--- config.mk ---
export PLATFORM = sky130hd
export DESIGN_NAME = cpu_run_ctrl
export DESIGN_NICKNAME = d
export VERILOG_FILES = /design/src/rtl/cpu_run_ctrl.sv
export SDC_FILE = /design/constraint.sdc
export NUM_CORES = 1
export LEC_CHECK = 0
export BUFFER_PORTS_ARGS = -buffer_cell sky130_fd_sc_hd__buf_2
export CAP_MARGIN = 20
export CELL_PAD_IN_SITES_DETAIL_PLACEMENT = 2
export CELL_PAD_IN_SITES_GLOBAL_PLACEMENT = 2
export CORE_ASPECT_RATIO = 0.7
export CORE_UTILIZATION = 27
export DETAILED_ROUTE_END_ITERATION = 8
export PLACE_DENSITY = 0.89
export SLEW_MARGIN = 5
export SYNTH_ARGS = -nofsm -noshare
export SYNTH_HDL_FRONTEND = slang
export SYNTH_SLANG_ARGS = --single-unit
--- constraint.sdc ---
create_clock -name i_clk -period 2.8 [get_ports i_clk]
set_clock_uncertainty 0.05 [all_clocks]
set_input_delay 0.14 -clock i_clk [delete_from_list [all_inputs] [get_ports i_clk]]
set_output_delay 0.14 -clock i_clk [all_outputs]
set_load 0.005 [all_outputs]
--- src/rtl/cpu_run_ctrl.sv ---
// Run/halt sequencer for the single-cycle core. It gates architectural commit
// through pc_we, takes HALT/RUN/STEP/RESET_PC commands over a valid/ready port,
// stops on a PC breakpoint or when a step count runs out, and counts retired
// instructions.
module cpu_run_ctrl #(
    parameter int                 ADDR_W   = 32,
    parameter int                 CNT_W    = 16,
    parameter logic [ADDR_W-1:0]  RESET_PC = 32'hFFFF_FFFC
) (
    input  logic              i_clk,
    input  logic              i_rst_n,
    input  logic              i_cmd_valid,
    output logic              o_cmd_ready,
    input  logic [1:0]        i_cmd_op,
    input  logic [CNT_W-1:0]  i_cmd_arg,
    input  logic              i_bp_en,
    input  logic [ADDR_W-1:0] i_bp_addr,
    input  logic [ADDR_W-1:0] i_pc,
    output logic              o_pc_we,
    output logic              o_pc_load,
    output logic [ADDR_W-1:0] o_pc_load_val,
    output logic              o_halted,
    output logic [1:0]        o_state,
    output logic [1:0]        o_halt_cause,
    output logic [31:0]       o_retired
);

    typedef enum logic [1:0] {
        S_HALT = 2'b00,
        S_RUN  = 2'b01,
        S_STEP = 2'b10,
        S_BRK  = 2'b11
    } state_t;

    localparam logic [1:0] OP_HALT  = 2'b00;
    localparam logic [1:0] OP_RUN   = 2'b01;
    localparam logic [1:0] OP_STEP  = 2'b10;
    localparam logic [1:0] OP_RSTPC = 2'b11;

    localparam logic [1:0] C_RESET = 2'b00;
    localparam logic [1:0] C_HALT  = 2'b01;
    localparam logic [1:0] C_STEP  = 2'b10;
    localparam logic [1:0] C_BRK   = 2'b11;

    state_t             r_state, w_state_nxt;
    logic [CNT_W-1:0]   r_cnt, w_cnt_nxt;
    logic               r_skip_bp, w_skip_nxt;
    logic [1:0]         r_cause, w_cause_nxt;
    logic               r_load, w_load_nxt;
    logic [31:0]        r_retired;
    logic               w_clr_ret;
    logic               w_active;
    logic               w_bp_hit;
    logic               w_acc;
    logic               w_pc_we;

    assign w_active = (r_state == S_RUN) || (r_state == S_STEP);
    assign w_bp_hit = w_active && i_bp_en && (i_pc == i_bp_addr) && !r_skip_bp;
    // Only an active state commits, and pc_load only fires from a halted
    // state, so the two enables can never overlap.
    assign w_pc_we  = w_active && !w_bp_hit;
    // The pc_load cycle is the only one that refuses commands, which keeps a
    // second RESET_PC from stretching the load pulse.
    assign w_acc    = i_cmd_valid && !r_load;

    assign o_cmd_ready   = !r_load;
    assign o_pc_we       = w_pc_we;
    assign o_pc_load     = r_load;
    assign o_pc_load_val = RESET_PC;
    assign o_halted      = (r_state == S_HALT) || (r_state == S_BRK);
    assign o_state       = r_state;
    assign o_halt_cause  = r_cause;
    assign o_retired     = r_retired;

    // State register and sequencing bookkeeping.
    always_ff @(posedge i_clk or negedge i_rst_n) begin
        if (!i_rst_n) begin
            r_state   <= S_HALT;
            r_cnt     <= '0;
            r_skip_bp <= 1'b0;
            r_cause   <= C_RESET;
            r_load    <= 1'b0;
        end else begin
            r_state   <= w_state_nxt;
            r_cnt     <= w_cnt_nxt;
            r_skip_bp <= w_skip_nxt;
            r_cause   <= w_cause_nxt;
            r_load    <= w_load_nxt;
        end
    end

    // Next-state: commands act only when halted; stops are ranked
    // breakpoint > step expiry > HALT command.
    always_comb begin
        w_state_nxt = r_state;
        w_cnt_nxt   = r_cnt;
        w_skip_nxt  = r_skip_bp;
        w_cause_nxt = r_cause;
        w_load_nxt  = 1'b0;
        w_clr_ret   = 1'b0;
        if (!w_active) begin
            if (w_acc) begin
                case (i_cmd_op)
                    OP_RUN: begin
                        w_state_nxt = S_RUN;
                        w_skip_nxt  = (r_state == S_BRK);
                    end
                    OP_STEP: begin
                        w_state_nxt = S_STEP;
                        w_cnt_nxt   = (i_cmd_arg == '0) ? CNT_W'(1) : i_cmd_arg;
                        w_skip_nxt  = (r_state == S_BRK);
                    end
                    OP_RSTPC: begin
                        w_load_nxt = 1'b1;
                        w_clr_ret  = 1'b1;
                    end
                    default: ;
                endcase
            end
        end else begin
            w_skip_nxt = 1'b0;
            if (r_state == S_STEP && w_pc_we)
                w_cnt_nxt = r_cnt - CNT_W'(1);
            if (w_bp_hit) begin
                w_state_nxt = S_BRK;
                w_cause_nxt = C_BRK;
            end else if (r_state == S_STEP && r_cnt == CNT_W'(1)) begin
                w_state_nxt = S_HALT;
                w_cause_nxt = C_STEP;
            end else if (w_acc && i_cmd_op == OP_HALT) begin
                w_state_nxt = S_HALT;
                w_cause_nxt = C_HALT;
            end
        end
    end

    // Retired-instruction counter, saturating, cleared by RESET_PC.
    always_ff @(posedge i_clk or negedge i_rst_n) begin
        if (!i_rst_n)
            r_retired <= '0;
        else if (w_clr_ret)
            r_retired <= '0;
        else if (w_pc_we && r_retired != 32'hFFFF_FFFF)
            r_retired <= r_retired + 32'd1;
    end

endmodule
## Word-level counts from Yosys, hierarchy flattened

Index checks and enable logic that the tools add are counted.

- Bits in registers: 54
- Output and inout bits: 72
- Word-level logic and storage cells: 69

- Add/subtract/negate cells: 2
- Equal/unequal tests: 11
- Mux-type cells: 22
- Reduce and logical (&&, ||, !) cells: 28

Operators by type and width:

| kind | number |
|---|---|
| $mux W16 | 5 |
| $mux W32 | 2 |
| $add A32 B1 Y32 const B | 1 |
| $eq A32 B32 Y1 | 1 |
| $ne A32 B32 Y1 const B | 1 |
| $eq A16 B1 Y1 const B | 1 |
| $logic_not A16 Y1 | 1 |
| $mux W2 | 8 |
| $sub A16 B1 Y16 const B | 1 |
| $logic_and A1 B1 Y1 | 9 |
| $eq A2 B2 Y1 const B | 4 |
| $reduce_bool A2 Y1 | 4 |
| $mux W1 | 6 |
| $reduce_and A3 Y1 | 2 |
| $reduce_bool A3 Y1 | 2 |
| $eq A2 B1 Y1 const B | 2 |
| $logic_not A2 Y1 | 2 |
| $ne A4 B1 Y1 const B | 1 |
| $pmux W2 S2 | 1 |
| $reduce_and A2 Y1 | 2 |
| $logic_not A1 Y1 | 3 |
| $logic_or A1 B1 Y1 | 2 |
| $ne A2 B1 Y1 const B | 1 |
| $reduce_or A2 Y1 | 1 |

## Depth between registers and ports, before layout

- Depth after elaboration: 10
- Gate-level depth with buffers: 13

## Least setup slack after synthesis

Ideal clock, no wire load.

- Path kind: register to register
- From: reg r_state[0], in the netlist o_state[0]
- To: reg r_cnt[8]
- Setup time: 0.135 ns
- Data arrival time: 2.291 ns
- Required time: 2.615 ns
- Slack: 0.324 ns
- Cell stages (with the launch flop): 13
- Buffers on the path: 1
- Cell sequence: dfrtp_1 > inv_1 > ha_1 > nor3b_1 > nand2_1 > nor4_1 > nand3_1 > nand2_1 > inv_2 > a21o_1 > clkbuf_1 > a21oi_1 > o21ai_0

- Longest elaborated chain between the ends: 10

Ends and longest elaborated chain:

| element | line | source |
|---|---|---|
| start, declared | 45 | `state_t r_state, w_state_nxt;` |
| start signal, assigned | 84 | `r_state <= w_state_nxt;` |
| $eq A2 B1 Y1 or $eq A2 B2 Y1 (tied branches) | 57 | `assign w_active = (r_state == S_RUN) \|\| (r_state == S_STEP);` |
| $logic_or A1 B1 Y1 * | 57 |  |
| $logic_and A1 B1 Y1 (3 in series) | 58 | `assign w_bp_hit = w_active && i_bp_en && (i_pc == i_bp_addr) && !r_skip_bp;` |
| $logic_not A1 Y1 | 61 | `assign w_pc_we = w_active && !w_bp_hit;` |
| $logic_and A1 B1 Y1 * | 61 |  |
| net o_pc_we | 19 | `output logic o_pc_we,` |
| $logic_and A1 B1 Y1 * | 122 | `if (r_state == S_STEP && w_pc_we)` |
| $ne A2 B1 Y1 (no source line) * | n/a |  |
| $reduce_and A3 Y1 (no source line) * | n/a |  |
| end signal, assigned | 85 | `r_cnt <= w_cnt_nxt;` |
| end, declared | 46 | `logic [CNT_W-1:0] r_cnt, w_cnt_nxt;` |

The timed path passes the listed nets; every way through them passes the cells marked *.
A chain may end at the register's enable or synchronous reset.

## Worst setup path after layout

- From: reg r_state[1], in the netlist o_state[1]
- To: reg r_retired[12], in the netlist o_retired[12]

- Longest elaborated chain between the ends: 9

Ends and longest elaborated chain:

| element | line | source |
|---|---|---|
| $eq A2 B1 Y1 or $eq A2 B2 Y1 (tied branches) | 57 |  |
| $logic_or A1 B1 Y1 * | 57 |  |
| $logic_and A1 B1 Y1 (3 in series) | 58 |  |
| $logic_not A1 Y1 | 61 |  |
| $logic_and A1 B1 Y1 | 61 |  |
| $logic_and A1 B1 Y1 | 143 | `else if (w_pc_we && r_retired != 32'hFFFF_FFFF)` |
| $reduce_bool A2 Y1 (no source line) | n/a |  |
| end signal, assigned | 144 | `r_retired <= r_retired + 32'd1;` |
| end, declared | 50 | `logic [31:0] r_retired;` |

Mark *: on every way between the ends. The rest lies on a longest branch, timed or not.

==> results.tsv <==
stage	metric	value	unit
layout	nNetsFinal	691	
sta	worstMarginPinSlew	0.737	ns
drt	route.vias.total	4062	
layout	antenna_cells	0	
die	core_area	14100	µm²
drt	avgViaCountPerCell	5.17	
layout	utilization	34.8	%
power_and_ir_drop	pwr_density_cell	702	nW/µm²
drt	detail_route.iter0.violations	167	
clocking	clk_latency	0.30	ns
power_and_ir_drop	p_leak	0.00223	µW
min_path	hold_path.class	input port to flip-flop	
layout	fillers	1638	
job	cap_violations	0	
clocking	cts_tree	done	
synthesis	synthAdderAreaFrac	2.85	%
place	gp_congestion	0.842	
die	die_x	147	µm
synthesis	yosys.area_share.simple	28.3	%
synthesis	postSynthCellCount	465	
die	die_h	103	µm
place	port-buffer-count	125	
critical_path	worstPathMaxFanout	23	
synthesis	yosysSeqAreaShare	34.1	%
die	io_pins	158	
grt	grt_usage	19.0	%
sta	setup_violations	0	
critical_path	cp-start-kind	flip-flop	
sta	drv_slew	0	
critical_path	path_class	flip-flop to flip-flop	
sta	worst_slew_margin_rel	50.9	%
clocking	cts_max_level	2	
clocking	cts_root_buf	clkbuf_16	
synthesis	netlist_area	3960	µm²
synthesis	synth_mux_area_share	1.55	%
die	dieArea	15200	µm²
sta	min_period	2.67	ns
critical_path	endpoint_kind	flip-flop	
synthesis	synth_ff_type	dfrtp_1	
place	dpl_cell_area	4720	µm²
layout	design_area	4900	µm²
layout	area_growth	23.8	%
grt	grt_max_degree	31	
grt	antenna_found_initial	0	
synthesis	netlist-cell-type-count	62	
synthesis	synth_top_area_cell	dfrtp_1	
outcome	status	finished, final reports clean	
synthesis	synth_edf_count	0	
synthesis	synth.top_cells.by_area	dfrtp_1 34%, xnor2_1 7.5%, buf_4 6.3%	
synthesis	synth_top_family_by_area	simple AND/OR/NAND/NOR gates	
drt	wl	14300	µm
critical_path	critPathArrivalTime	2.84	ns
drt	drtPass1Iterations	4	
power_and_ir_drop	ir_drop	0.000265	V
die	row_count	36	
drt	drc	0	
clocking	clock_sinks	54	
synthesis	avgSynthCellArea	8.51	µm²
grt	grt_pass1_wl	22800	µm
critical_path	worst_ep_required_time	2.97	ns
synthesis	synth-seq-cells	54	
sta	fmax	0.375	GHz
sta	timing_hold_violations_final	0	
grt	grt.overflow.total	0	
place	dp.final_hpwl	11300	µm
clocking	cts.path.max_buffers	2	
synthesis	synth_xor_area_share	8.63	%
die	initial_utilization	28.1	%
sta	rsz0062_at_grt	yes	
layout	drive_gt1_share	29.0	%
clocking	cts_buffers	5	
synthesis	ys_warn_count	0	
synthesis	synth.top_cell.area_share	34.1	%
grt	grt_pass1_vias	4307	
drt	ant_nets	0	
drt	post_drt_wl_per_cell	18.2	µm
synthesis	synth-compound-area-share	14.2	%
sta	period_share	95.3	%
clocking	clkSlewWorstSetupHoldPaths	0.07	ns
synthesis	async_flop_share	100	%
## registers in the layout, summed over array words and instances, names as in the netlist
signal / count
o_pc_load: 1
r_skip_bp: 1
o_retired: 32
r_cnt: 16
o_halt_cause: 2
o_state: 2
## cells in the mapped netlist, types with 4 or more instances
cell	count
a21oi_1	24
a22oi_1	4
and3_1	8
buf_4	33
clkbuf_1	13
dfrtp_1	54
ha_1	9
inv_1	14
mux2i_1	5
nand2_1	46
nand2b_1	5
nand3_1	28
nand4_1	25
nor2_1	29
nor3_1	10
nor4_1	14
o211ai_1	8
o21ai_0	25
o31ai_1	5
or3_1	9
xnor2_1	34
xor2_1	5
## report_power, final
group	leakage (µW)	internal, µW	switching (µW)
Combinational	0.00146	644	1030
Sequential	0.000707	936	209
Clock	0.0000629	328	292
Total	0.00223	1910	1530
## kinds of logic after synthesis
kind of cell    Yosys count
fa+ha+maj                 9
simple gates            201
compound gates           89
mux                       6
other cells               2
xor+xnor                 39
flops                    54
buf+inv                  65
## what timing repair did
item,4_1_cts,5_1_grt
gates resized for setup,1,7
hold buffers,1,0
setup endpoints to repair,1,37
pin swaps,0,1
endpoints found under the hold margin,28,0
setup buffers,0,1
## per-stage QoR
step	total power (µW)	setup TNS (ns)	hold WS, ns	std cells	setup WS (ns)
after global placement	2650	0	0.201	777	0.223
after detailed placement	2790	-0.00500	0.200	777	-0.00500
final	3440	0	0.0611	786	0.131
after floorplan	2150	0	-0.206	495	0.324
after CTS	3430	0	0.0563	785	0.0213
after global routing	3680	-0.00416	0.0656	786	-0.00416
## worst max-delay path, cell delays in order, from the launching register on
cell and delay (ns):
dfrtp_1 0.44, ha_1 0.33, buf_4 0.19, inv_1 0.23, nand2_2 0.13, inv_2 0.18
nand3_2 0.08, buf_4 0.22, or4_2 0.65, nand2_1 0.09
## final timing paths
| check | from | to | slack, ns | cells after the start |
|---|---|---|---|---|
| min in group asynchronous | i_rst_n | r_cnt[2]$_DFFE_PN0P_ | 0.39 | 2 |
| worst max register to register | o_state[1]$_DFFE_PN0P_ | o_retired[12]$_DFFE_PN0P_ | 0.13 | 9 |
| worst min register to register | o_halt_cause[1]$_DFFE_PN0P_ | o_halt_cause[1]$_DFFE_PN0P_ | 0.49 | 2 |
| max in group asynchronous | i_rst_n | o_retired[3]$_DFFE_PN0P_ | 1.61 | 3 |
| worst min-delay path | i_cmd_arg[8] | r_cnt[8]$_DFFE_PN0P_ | 0.06 | 3 |
| worst max-delay path | o_state[1]$_DFFE_PN0P_ | o_retired[12]$_DFFE_PN0P_ | 0.13 | 9 |
## routing by layer
metal  global-route usage (%)  up-vias  part of all wire (%)
met1                     23.7     2037                    44
met5                        0        -                     0
met3                     2.59       10                   4.6
li1                         -     1886                     -
met2                     35.5      129                    50
met4                     4.01        0                  0.98
## cells in the final DEF, fill, tap and decap left out, types with 4 or more instances in the layout
master,count
nand2_1,44
o21ai_0,25
xnor2_1,34
nand3_1,28
or3_1,9
nand4_1,25
nor4_1,13
a21oi_1,24
buf_4,17
clkbuf_16,5
xor2_1,5
nor3_1,10
inv_1,14
and3_1,8
dfrtp_1,54
o211ai_1,8
o31ai_1,5
conb_1,32
buf_2,125
nand2b_1,5
nor2_1,28
a22oi_1,4
ha_1,9
mux2i_1,5
## final cells by class
class                   instances  area [µm²]  area share [%]
multi-input cells             376        2340            47.8
flip-flops and latches         54        1350            27.6
repair buffers                144         774            15.8
well taps                     190         238            4.85
clock buffers                   6         129            2.63
inverters                      15        56.3            1.15
clock inverters                 1        7.51           0.153
Note: power is estimated with default switching activity, not from simulation.
